--- src/rtl/stim_vote_ctrl.sv ---
// Closed-loop stimulation controller: 2-of-3 style feature vote, hold-off counter, fixed
// stimulation pulse and refractory period. Optional macro STIM_VOTE_MASK_EN adds feat_mask.
module stim_vote_ctrl #(
  parameter int LL_WIDTH    = 25,
  parameter int MUL_WIDTH   = 40,
  parameter int VOTE_MIN    = 2,
  parameter int HOLD_CNT    = 4,
  parameter int STIM_LEN    = 16,
  parameter int REFRACT_LEN = 64,
  parameter int CNT_WIDTH   = 16
) (
  input  logic                        clk,
  input  logic                        rst,
  input  logic                        en,
  input  logic signed [LL_WIDTH-1:0]  din_ll,
  input  logic signed [MUL_WIDTH-1:0] din_ps,
  input  logic signed [MUL_WIDTH-1:0] din_ne,
  input  logic                        data_ready_ll,
  input  logic                        data_ready_ps,
  input  logic                        data_ready_ne,
  input  logic signed [LL_WIDTH-1:0]  th_ll,
  input  logic signed [MUL_WIDTH-1:0] th_ps,
  input  logic signed [MUL_WIDTH-1:0] th_ne,
  input  logic                        clr_overrun,
  output logic                        vote_valid,
  output logic [1:0]                  vote_count,
  output logic                        stimulation,
  output logic [1:0]                  state,
  output logic                        overrun
`ifdef STIM_VOTE_MASK_EN
  ,
  input  logic [2:0]                  feat_mask
`endif
);

  typedef enum logic [1:0] {
    IDLE    = 2'd0,
    ARMED   = 2'd1,
    STIM    = 2'd2,
    REFRACT = 2'd3
  } state_t;

  localparam logic [1:0]           VOTE_MIN_V = 2'(VOTE_MIN);
  localparam logic [CNT_WIDTH-1:0] HOLD_V     = CNT_WIDTH'(HOLD_CNT);
  localparam logic [CNT_WIDTH-1:0] STIM_LAST  = CNT_WIDTH'(STIM_LEN - 1);
  localparam logic [CNT_WIDTH-1:0] REFR_LAST  =
    CNT_WIDTH'((REFRACT_LEN == 0) ? 0 : REFRACT_LEN - 1);

  // Bit order everywhere is {ne, ps, ll}.
  logic [2:0] req;
`ifdef STIM_VOTE_MASK_EN
  assign req = ~feat_mask;
`else
  assign req = 3'b111;
`endif

  logic [2:0]                  strb, pend_q, have, hit;
  logic                        complete;
  logic signed [LL_WIDTH-1:0]  smp_ll, val_ll;
  logic signed [MUL_WIDTH-1:0] smp_ps, smp_ne, val_ps, val_ne;

  assign strb = {data_ready_ne, data_ready_ps, data_ready_ll} & req & {3{en}};
  assign have = pend_q | strb;
  // A set needs at least one live strobe this cycle so that an all-masked setup never fires.
  assign complete = (|req) && (|strb) && ((have | ~req) == 3'b111);

  // The completing strobe's sample is compared directly so the vote lands one cycle later.
  assign val_ll = strb[0] ? din_ll : smp_ll;
  assign val_ps = strb[1] ? din_ps : smp_ps;
  assign val_ne = strb[2] ? din_ne : smp_ne;
  assign hit    = {val_ne >= th_ne, val_ps >= th_ps, val_ll >= th_ll} & req;

  // NOTE: sequential state is updated with non-blocking assignments only, so every
  // register samples the pre-edge values of the others regardless of statement order.
  always_ff @(posedge clk or posedge rst) begin
    if (rst) begin
      pend_q     <= '0;
      smp_ll     <= '0;
      smp_ps     <= '0;
      smp_ne     <= '0;
      vote_valid <= 1'b0;
      vote_count <= '0;
      overrun    <= 1'b0;
    end else begin
      if (!en || complete) pend_q <= '0;
      else                 pend_q <= pend_q | strb;
      if (strb[0]) smp_ll <= din_ll;
      if (strb[1]) smp_ps <= din_ps;
      if (strb[2]) smp_ne <= din_ne;
      vote_valid <= complete;
      if (complete)
        vote_count <= {1'b0, hit[0]} + {1'b0, hit[1]} + {1'b0, hit[2]};
      if (|(strb & pend_q)) overrun <= 1'b1;
      else if (clr_overrun) overrun <= 1'b0;
    end
  end

  logic                 positive;
  state_t               st_q, st_nxt;
  logic [CNT_WIDTH-1:0] hits_q, hits_nxt, cnt_q, cnt_nxt;

  assign positive = vote_valid && (vote_count >= VOTE_MIN_V);

  always_ff @(posedge clk or posedge rst) begin
    if (rst) begin
      st_q   <= IDLE;
      hits_q <= '0;
      cnt_q  <= '0;
    end else begin
      st_q   <= st_nxt;
      hits_q <= hits_nxt;
      cnt_q  <= cnt_nxt;
    end
  end

  // NOTE: every signal written here gets a default first, otherwise the paths that do
  // not assign it would infer a latch.
  always_comb begin
    st_nxt   = st_q;
    hits_nxt = hits_q;
    cnt_nxt  = cnt_q;
    if (!en) begin
      st_nxt   = IDLE;
      hits_nxt = '0;
      cnt_nxt  = '0;
    end else begin
      unique case (st_q)
        IDLE: begin
          if (positive) begin
            hits_nxt = CNT_WIDTH'(1);
            cnt_nxt  = '0;
            st_nxt   = (HOLD_V == CNT_WIDTH'(1)) ? STIM : ARMED;
          end
        end
        ARMED: begin
          if (positive) begin
            hits_nxt = hits_q + 1'b1;
            cnt_nxt  = '0;
            if (hits_q + 1'b1 == HOLD_V) st_nxt = STIM;
          end else if (vote_valid) begin
            hits_nxt = '0;
            st_nxt   = IDLE;
          end
        end
        STIM: begin
          if (cnt_q == STIM_LAST) begin
            cnt_nxt  = '0;
            hits_nxt = '0;
            st_nxt   = (REFRACT_LEN == 0) ? IDLE : REFRACT;
          end else begin
            cnt_nxt = cnt_q + 1'b1;
          end
        end
        REFRACT: begin
          if (cnt_q == REFR_LAST) begin
            cnt_nxt  = '0;
            hits_nxt = '0;
            st_nxt   = IDLE;
          end else begin
            cnt_nxt = cnt_q + 1'b1;
          end
        end
        default: st_nxt = IDLE;
      endcase
    end
  end

  // Decoded straight from the state register so an async reset drops the drive at once.
  always_comb begin
    stimulation = (st_q == STIM);
    state       = st_q;
  end

endmodule

--- config.mk ---
export PLATFORM = sky130hd
export DESIGN_NAME = stim_vote_ctrl
export DESIGN_NICKNAME = d
export VERILOG_FILES = /design/src/rtl/stim_vote_ctrl.sv
export SDC_FILE = /design/constraint.sdc
export NUM_CORES = 1
export LEC_CHECK = 0
export BUFFER_PORTS_ARGS = -buffer_cell sky130_fd_sc_hd__buf_2
export CORE_MARGIN = 1.5
export CORE_UTILIZATION = 49
export DETAILED_ROUTE_END_ITERATION = 8
export GPL_TIMING_DRIVEN = 0
export PLACE_DENSITY_LB_ADDON = 0.25
export SYNTH_ARGS = -nofsm -noshare
export SYNTH_HDL_FRONTEND = slang
export SYNTH_SLANG_ARGS = --single-unit
--- constraint.sdc ---
create_clock -name clk -period 5.1 [get_ports clk]
set_input_delay 1.02 -clock clk [delete_from_list [all_inputs] [get_ports clk]]
set_output_delay 1.02 -clock clk [all_outputs]
set_load 0.05 [all_outputs]
==> impl_metrics.ini, run 1 <==
[yosys]
synthTopCellsByCount = dfrtp_1 (146), inv_1 (111), ha_1 (107), mux2_2 (107), o21ai_0 (57)
synth_most_common_cell = dfrtp_1
yosys-top-cells-area = dfrtp_1 (41%), ha_1 (15%), mux2_2 (14%)
synth_top_family_by_area = adder cells
async_flop_share_pct = 100
synthSimpleGateAreaFrac_pct = 11.2
synth_area_sq_um = 8820
avgSynthCellArea_sq_um = 10.2
ys_seq_elements = 146
synth_adder_area_share_pct = 15.4
synth-compound-area-share_pct = 11.3
yosysTopAreaCell = dfrtp_1
synthMuxAreaShare_pct = 14.1
synth_cell_type_count = 59
synth_cells = 862
synth.net_count = 1187
synth-edff-count = 0
synth_xor_area_share_pct = 0.596
synth_ff_type = dfrtp_1
synth_top_area_share_pct = 41.4
yosys_warnings = 0
seq_area_frac_synth_pct = 41.4

[timing]
min_period_ns = 4.80
drv_slew = 0
tightest_slew_ns = 0.646
setup_violations = 0
relSlewSlack_pct = 56.9
skew_ns = 0.0168
hold_viol_final = 0
max_freq_mhz = 208
rsz0062_at_grt = no
layout_worst_path_cycle_share_pct = 94.2

[route]
routed_wl_microns = 19900
avgRoutedWirePerCell_microns = 14.8
routed_via_density = 5.23
ant_nets = 0
drc = 0
firstDrtPassIters = 4
via_count = 7047
drt_iter0_drc = 247

[cells_and_area]
final_nets = 1430
layout.cells.non_filler = 1347
drive_gt1_share_pct = 34.4
synthToLayoutAreaGrowth_pct = 22.6

[clocking]
clockBufferDepth = 2
cts_setup_buffers = 0
cts-root-buf = clkbuf_16
cts.repair.resized = 0
cts_inserted_buffers = 17
clk_pin_slew_ns = 0.06
cts_tree = built
cts_max_level = 4
insertion_delay_ns = 0.42
ctsHoldBuffers = 0
cts_sinks = 146

[hold_path]
whs_path_depth = 2
hold_start = smp_ps[0]
whs_endpoint = smp_ps[0]
min-delay-path-class = reg -> reg

[setup_path]
r2r_end = vote_count[0]
critPathArrivalTime_ns = 5.11
critPathBufInv = 5
required_ns = 5.41
worst-path-stages = 16
crit_path_start = en
path_class = in -> reg
cp-end-kind = flop
start_kind = input pin
r2r-start = smp_ps[15]
reg2reg_setup_slack_ns = 1.89
cp_top_family = buffers and inverters
crit_path_max_incr_delay_ns = 0.42
path_max_fanout = 10
crit_chain = buf_2 > buf_2 > and2_1 > clkbuf_1 > buf_2 > buf_2 > mux2_2 > ha_1 > a21oi_1 > nand2_1 > a221o_1 > a211o_1 > a211oi_1 > mux2_2 > fa_1 > mux2_2
cpMaxStageDelayCell = fa_1
r2r_cells = 10
critPathMostFrequentCell = buf_2

[floorplanning]
die_x_microns = 137
rows = 48
start_util_pct = 50.7
dieArea_sq_um = 18800
core_area_sq_um = 17400
io_pins = 224
die_h_microns = 137

[power]
peakVddDrop_uv = 259
p_per_area_nw_per_um2 = 303
p_leak_nw = 5.55
totalPowerFinal_mw = 3.28

[status]
outcome = complete, no violations

[global_routing]
grt.total_usage_pct = 22.4
grt_pass1_vias = 7026
antenna_found_initial = 6
overflow = 0
grt_pass1_wl_microns = 32800
grt_max_degree = 80

[placement]
dp.cells = 1311
gp_congestion = 0.821
port_buffers = 223
dp_hpwl_microns = 15500

[flow_run]
drv_cap = 0
## kinds of logic (layout without fill, tap and decap cells)
logic type	after synthesis	after routing
compound gates	167	167
xor+xnor	6	6
fa+ha+maj	108	108
buf+inv	135	390
flops	146	146
mux	111	111
other cells	0	5
simple gates	189	189
## layout make-up
type | count | area [sq um]
Antenna cell | 5 | 12.5
Buffer | 24 | 109
Clock inverter | 10 | 113
Multi-Input combinational cell | 581 | 4640
Tap cell | 225 | 282
Fill cell | 1513 | 6600
Timing Repair Buffer | 224 | 1140
Inverter | 111 | 422
Clock buffer | 21 | 440
Sequential cell | 146 | 3650
## per-layer routing
layer / up-vias / GRT usage (%) / share of wire, %
met2: 205 / 36.2 / 46
met1: 3258 / 28.0 / 43
li1: 3549 / - / -
met4: 0 / 8.95 / 2.5
met3: 35 / 7.06 / 7.6
met5: - / 0 / 0
## flip-flops by register name, indices dropped and copies added, names as in the netlist
register / cells
state: 2
smp_ps: 40
hits_q: 16
vote_count: 2
pend_q: 3
overrun: 1
cnt_q: 16
smp_ll: 25
smp_ne: 40
vote_valid: 1
## worst max-delay path by stage
stage               slack (ns)            end
floorplan                 0.16       cnt_q[0]
global placement         -1.69     smp_ps[27]
detailed placement       -0.16  vote_count[0]
CTS                       0.29  vote_count[0]
global route              0.04  vote_count[0]
finish                    0.30  vote_count[0]
## report_power, final
group          switching, mW  internal [mW]  total (mW)  leakage (nW)
Combinational          0.394          0.357       0.750          3.49
Sequential            0.0405           1.29        1.33          1.79
Clock                  0.480          0.715        1.19         0.267
Total                  0.914           2.37        3.28          5.55
## through the flow
stage / util, % / area, sq um / worst slack (ns) / setup TNS (ns) / hold WS (ns)
after floorplan: - / 8820 / 0.157 / 0 / 0.456
after global placement: 58.7 / 10200 / -1.69 / -245.88 / 0.473
after detailed placement: 58.9 / 10300 / -0.161 / -0.270 / 0.480
after CTS: 62.0 / 10800 / 0.286 / 0 / 0.493
after global routing: 62.1 / 10800 / 0.0443 / 0 / 0.511
final: 62.1 / 10800 / 0.298 / 0 / 0.490
## worst reg2reg max path: stages, from the launching register on
cell      delay (ns)
dfrtp_1         0.35
mux2_2          0.27
ha_1            0.30
a21oi_1         0.15
o21ai_0         0.09
a221o_1         0.37
a211o_1         0.24
a211oi_1        0.24
mux2_2          0.40
fa_1            0.42
mux2_2          0.27
## cell usage in the layout, fill, tap and decap left out, drive strengths merged, types with 4 or more instances in the layout
master  count
buf       244
dfrtp     146
inv       111
mux2      107
ha        107
o21ai      58
a21oi      52
nand2      49
nor2       40
nand4      26
clkbuf     25
nand3      22
o31ai      11
nor2b       9
and2        9
nor3        7
a21o        7
nor4        7
o41ai       6
clkinv      6
diode       5
and3        5
and4        5
o22ai       4
a31oi       4
mux2i       4
o21a        4
xnor2       4
No activity file was read; power rests on OpenSTA's default activity.
==> run 2: changes to the inputs <==
--- a/config.mk
+++ b/config.mk
@@ -7,7 +7,7 @@
 export LEC_CHECK = 0
 export BUFFER_PORTS_ARGS = -buffer_cell sky130_fd_sc_hd__buf_2
 export CORE_MARGIN = 1.5
-export CORE_UTILIZATION = 49
+export CORE_UTILIZATION = 47
 export DETAILED_ROUTE_END_ITERATION = 8
 export GPL_TIMING_DRIVEN = 0
 export PLACE_DENSITY_LB_ADDON = 0.25
==> impl_metrics.ini, run 2 (synthesis gave the netlist of run 1 again) <==
[clocking]
clk_pin_slew_ns = 0.06
insertion_delay_ns = 0.42
cts.repair.resized = 0
ctsHoldBuffers = 0
cts_inserted_buffers = 17
cts_tree = built
clockBufferDepth = 2
cts-root-buf = clkbuf_16
cts_sinks = 146
cts_max_level = 4
cts_setup_buffers = 0

[cells_and_area]
synthToLayoutAreaGrowth_pct = 22.7
reg.largest.list = smp_ne: 40 flops, smp_ps: 40 flops, smp_ll: 25 flops
final_common_cell = buf_2
fill_cells = 1580
final_cell_mix = buf_2 (238), dfrtp_1 (146), inv_1 (110)
seq_area_sq_um = 3650
final_nets = 1431
fin_area_sq_um = 10800
drive_gt1_share_pct = 34.7
multi_input_area_sq_um = 4640

[setup_path]
path_max_fanout = 10
r2r-start = smp_ps[15]
start_kind = input pin
cp-end-kind = flop
critPathArrivalTime_ns = 5.12
required_ns = 5.40
crit_path_start = en
path_class = in -> reg

[flow_run]
drv_cap = 0

[hold_path]
min-delay-path-class = reg -> reg
hold_start = smp_ne[0]

[global_routing]
overflow = 0
grt_pass1_vias = 7033
antenna_found_initial = 2
grt_max_degree = 78
grt.total_usage_pct = 21.1
grt_pass1_wl_microns = 33100

[power]
peakVddDrop_uv = 247
p_comb_share_pct = 23.3
p_leak_nw = 5.55
power_frac_seq_pct = 41.3
clock_power_share_pct = 35.4
p_sw_mw = 0.931
p_int_mw = 2.30
totalPowerFinal_mw = 3.23
p_sw_share_pct = 28.8
p_per_area_nw_per_um2 = 298

[route]
firstDrtPassIters = 5
drc = 0
routed_via_density = 5.19
avgRoutedWirePerCell_microns = 14.7
via_count = 6995
ant_nets = 0
routed_wl_microns = 19800
drt_iter0_drc = 283

[placement]
dp_hpwl_microns = 15800
place_area_sq_um = 10300
gp_congestion = 0.836
port_buffers = 223

[timing]
hold_viol_final = 0
tightest_slew_ns = 0.625
max_freq_mhz = 207
hold_ws_ns = 0.495
drv_slew = 0
min_period_ns = 4.82
layout_worst_path_cycle_share_pct = 94.5
skew_ns = 0.00899
rsz0062_at_grt = no
relSlewSlack_pct = 58.3
setup_violations = 0

[floorplanning]
dieArea_sq_um = 19600
die_x_microns = 140
rows = 49
start_util_pct = 48.5
io_pins = 224
core_area_sq_um = 18200
die_h_microns = 140

[status]
outcome = complete, no violations
[run 2: cell types whose count changed in the layout (fill, tap and decap cells not counted)]
| cell | previous run | this run |
|---|---|---|
| clkbuf_1 | 8 | 6 |
| clkinv_2 | 4 | 3 |
| clkbuf_8 | 0 | 2 |
| buf_16 | 1 | 2 |
| inv_6 | 1 | 3 |
| diode_2 | 5 | 1 |
| clkinvlp_4 | 2 | 4 |
| bufinv_16 | 2 | 0 |
[run 2: metrics by stage]
stage	setup WS (ns)	std cells	setup TNS (ns)	utilization (%)
4_1_cts	0.305	1348	0	59.5
6_report	0.278	1349	0	59.5
3_3_place_gp	-1.77	1314	-256.31	56.2
3_5_place_dp	-0.131	1316	-0.258	56.5
5_1_grt	0.0236	1348	0	59.5
2_1_floorplan	0.157	862	0	-
[run 2: final cells by class]
type / count / share of cell area [%]
Clock inverter: 11 / 0.739
Tap cell: 229 / 2.65
Buffer: 24 / 1.01
Multi-Input combinational cell: 581 / 42.9
Antenna cell: 1 / 0.0231
Clock buffer: 21 / 4.25
Timing Repair Buffer: 225 / 10.8
Inverter: 111 / 3.89
Sequential cell: 146 / 33.7
[run 2: power groups by stage]
stage | registers (mW) | logic (mW) | clock network, mW
global route | 1.35 | 0.859 | 1.22
finish | 1.33 | 0.752 | 1.14
floorplan | 1.38 | 0.491 | 0
global placement | 1.35 | 0.738 | 0
detailed placement | 1.36 | 0.761 | 0
CTS | 1.34 | 0.764 | 1.17
[run 2: per-layer routing]
metal	up-vias	global-route usage (%)	share of wire (%)
met2	201	35.0	46
met3	26	6.02	6.3
li1	3544	-	-
met5	-	0	0
met4	0	6.81	1.9
met1	3224	26.6	46
[run 2: worst paths after layout]
| path | to | slack, ns | depth (start not counted) |
|---|---|---|---|
| max in group asynchronous | cnt_q[13] | 3.64 | 4 |
| min reg2reg | smp_ne[0] | 0.49 | 2 |
| min | smp_ne[0] | 0.49 | 2 |
| max reg2reg | vote_count[0] | 1.81 | 10 |
| min in group asynchronous | hits_q[5] | 0.53 | 2 |
| max | vote_count[0] | 0.28 | 16 |
[run 2: worst max-delay path: stages]
cell and delay [ns]:
buf_2 0.09, buf_2 0.22, and2_1 0.15, clkbuf_1 0.18, buf_2 0.28, buf_2 0.32, mux2_2 0.38, ha_1 0.32
nand4_1 0.16, nor2_1 0.06, a221o_1 0.34, a211o_1 0.24, a211oi_1 0.25, mux2_2 0.41, fa_1 0.42, mux2_2 0.27
==> run 3: changes to the inputs <==
--- a/config.mk
+++ b/config.mk
@@ -7,7 +7,7 @@
 export LEC_CHECK = 0
 export BUFFER_PORTS_ARGS = -buffer_cell sky130_fd_sc_hd__buf_2
 export CORE_MARGIN = 1.5
-export CORE_UTILIZATION = 47
+export CORE_UTILIZATION = 40
 export DETAILED_ROUTE_END_ITERATION = 8
 export GPL_TIMING_DRIVEN = 0
 export PLACE_DENSITY_LB_ADDON = 0.25
==> constraint.sdc (replaced) <==
create_clock -name clk -period 4.2 [get_ports clk]
set_input_delay 0.84 -clock clk [delete_from_list [all_inputs] [get_ports clk]]
set_output_delay 0.84 -clock clk [all_outputs]
set_load 0.05 [all_outputs]
==> impl_metrics.ini, run 3 (synthesis gave the netlist of run 1 again) <==
[timing]
relSlewSlack_pct = 58.5
drv_slew = 0
fin_tns_setup_ns = 0
setup_ws_ns = 0.139
rsz0062_at_grt = no
min_period_ns = 4.06
max_freq_mhz = 246
layout_worst_path_cycle_share_pct = 96.7
skew_ns = 0.00857
setup_violations = 0
hold_viol_final = 0
tightest_slew_ns = 0.621

[cells_and_area]
final_common_cell = buf_2
final_nets = 1432
fill_cells = 2104
reg.largest.list = smp_ne: 40 flops, smp_ps: 40 flops, smp_ll: 25 flops
final_cell_mix = buf_2 (233), dfrtp_1 (146), inv_1 (110)
synthToLayoutAreaGrowth_pct = 25.3
drive_gt1_share_pct = 35.4

[power]
peakVddDrop_uv = 276
p_per_area_nw_per_um2 = 369
p_leak_nw = 5.63
totalPowerFinal_mw = 4.08

[global_routing]
grt_max_degree = 38
overflow = 0
grt_pass1_vias = 7004
antenna_found_initial = 3
grt_pass1_wl_microns = 33700
grt.total_usage_pct = 18.9

[setup_path]
cpMaxStageDelayCell = buf_1
required_ns = 4.51
r2r-start = smp_ps[15]
cp-end-kind = flop
critPathMostFrequentCell = mux2_2
crit_end = vote_count[0]
crit_path_start = en
r2r_cells = 10
start_kind = input pin
crit_path_max_incr_delay_ns = 0.49
path_class = in -> reg
crit_chain = buf_4 > nand2_1 > buf_1 > mux2_2 > ha_1 > a21oi_1 > o21ai_0 > a221oi_1 > o22ai_1 > nor3_1 > mux2_2 > fa_1 > mux2_2
critPathArrivalTime_ns = 4.37
r2r_end = vote_count[0]
path_max_fanout = 11
reg2reg_setup_slack_ns = 0.99

[status]
outcome = complete, no violations

[placement]
pre_cts_slack_ns = -0.698
gp_congestion = 0.827
port_buffers = 223
dp_hpwl_microns = 16400

[route]
drt_iter0_drc = 249
ant_nets = 0
routed_via_density = 5.01
firstDrtPassIters = 4
drc = 0
avgRoutedWirePerCell_microns = 14.7
routed_wl_microns = 20700
via_count = 7032

[clocking]
cts-root-buf = clkbuf_16
clk_pin_slew_ns = 0.06
cts_inserted_buffers = 17
insertion_delay_ns = 0.43
cts_setup_buffers = 0
cts_sinks = 146
cts_tree = built
clockBufferDepth = 2
ctsHoldBuffers = 0
cts_max_level = 4

[hold_path]
min-delay-path-class = in -> async

[floorplanning]
die_x_microns = 152
io_pins = 224
dieArea_sq_um = 23000
rows = 54
core_area_sq_um = 21800
start_util_pct = 40.6
die_h_microns = 152

[flow_run]
drv_cap = 0
==> run 3: changes by cell type in the layout (fill, tap and decap cells not counted), moves of 3 or more <==
cell / before / now
buf_4: 0 / 3
buf_1: 5 / 2
buf_2: 238 / 233
buf_12: 0 / 6
==> run 3: how the worst min path moves through the flow <==
stage               cells after the start  slack, ns  startpoint    endpoint
floorplan                               2       0.46   smp_ll[0]   smp_ll[0]
global placement                        2       0.47   smp_ps[0]   smp_ps[0]
detailed placement                      2       0.48   smp_ne[0]   smp_ne[0]
CTS                                     2       0.49         rst  smp_ll[17]
global route                            2       0.51         rst  vote_valid
finish                                  2       0.49         rst    state[0]
==> run 3: area by class of cell <==
class / instances / area (sq um) / share of cell area (%)
tap: 280 / 350 / 3.17
antenna: 3 / 7.51 / 0.0679
multi-input combinational: 581 / 4680 / 42.4
inverter: 111 / 420 / 3.80
timing repair buffer: 227 / 1200 / 10.8
sequential: 146 / 3650 / 33.1
clock buffer: 18 / 429 / 3.88
clock inverter: 14 / 153 / 1.38
buffer: 23 / 155 / 1.40
==> run 3: timing repair <==
item,CTS,global route
resized for setup,6,15
pin swaps,0,1
endpoints found under the setup margin,2,2
==> run 3: per-layer routing <==
layer / share of wire [%] / track usage [%] / vias up
met2: 47 / 31.7 / 188
li1: - / - / 3554
met1: 44 / 22.9 / 3259
met5: 0.058 / 0 / -
met4: 2.1 / 7.40 / 2
met3: 7.0 / 5.30 / 29
==> run 3: critical path: cells and delay by family <==
kind | cells | cell delay (ns)
AO/OA/AOI/OAI | 4 | 0.67
adder cells (fa/ha/maj) | 2 | 0.74
buffers and inverters | 2 | 0.65
multiplexers | 3 | 1.11
AND/OR/NAND/NOR | 2 | 0.35
==> run 3: power breakdown <==
part	switching [mW]	internal (mW)
clock	0.642	0.882
combinational	0.487	0.445
sequential	0.0495	1.57
total	1.18	2.90
==> run 3: through the flow <==
step,std cells,hold WS (ns),instance area (sq um),util (%)
2_1_floorplan,862,0.456,8850,-
3_3_place_gp,1365,0.474,10300,47.4
3_5_place_dp,1369,0.481,10400,47.8
4_1_cts,1400,0.488,11000,50.5
5_1_grt,1402,0.507,11000,50.8
6_report,1403,0.488,11100,50.8
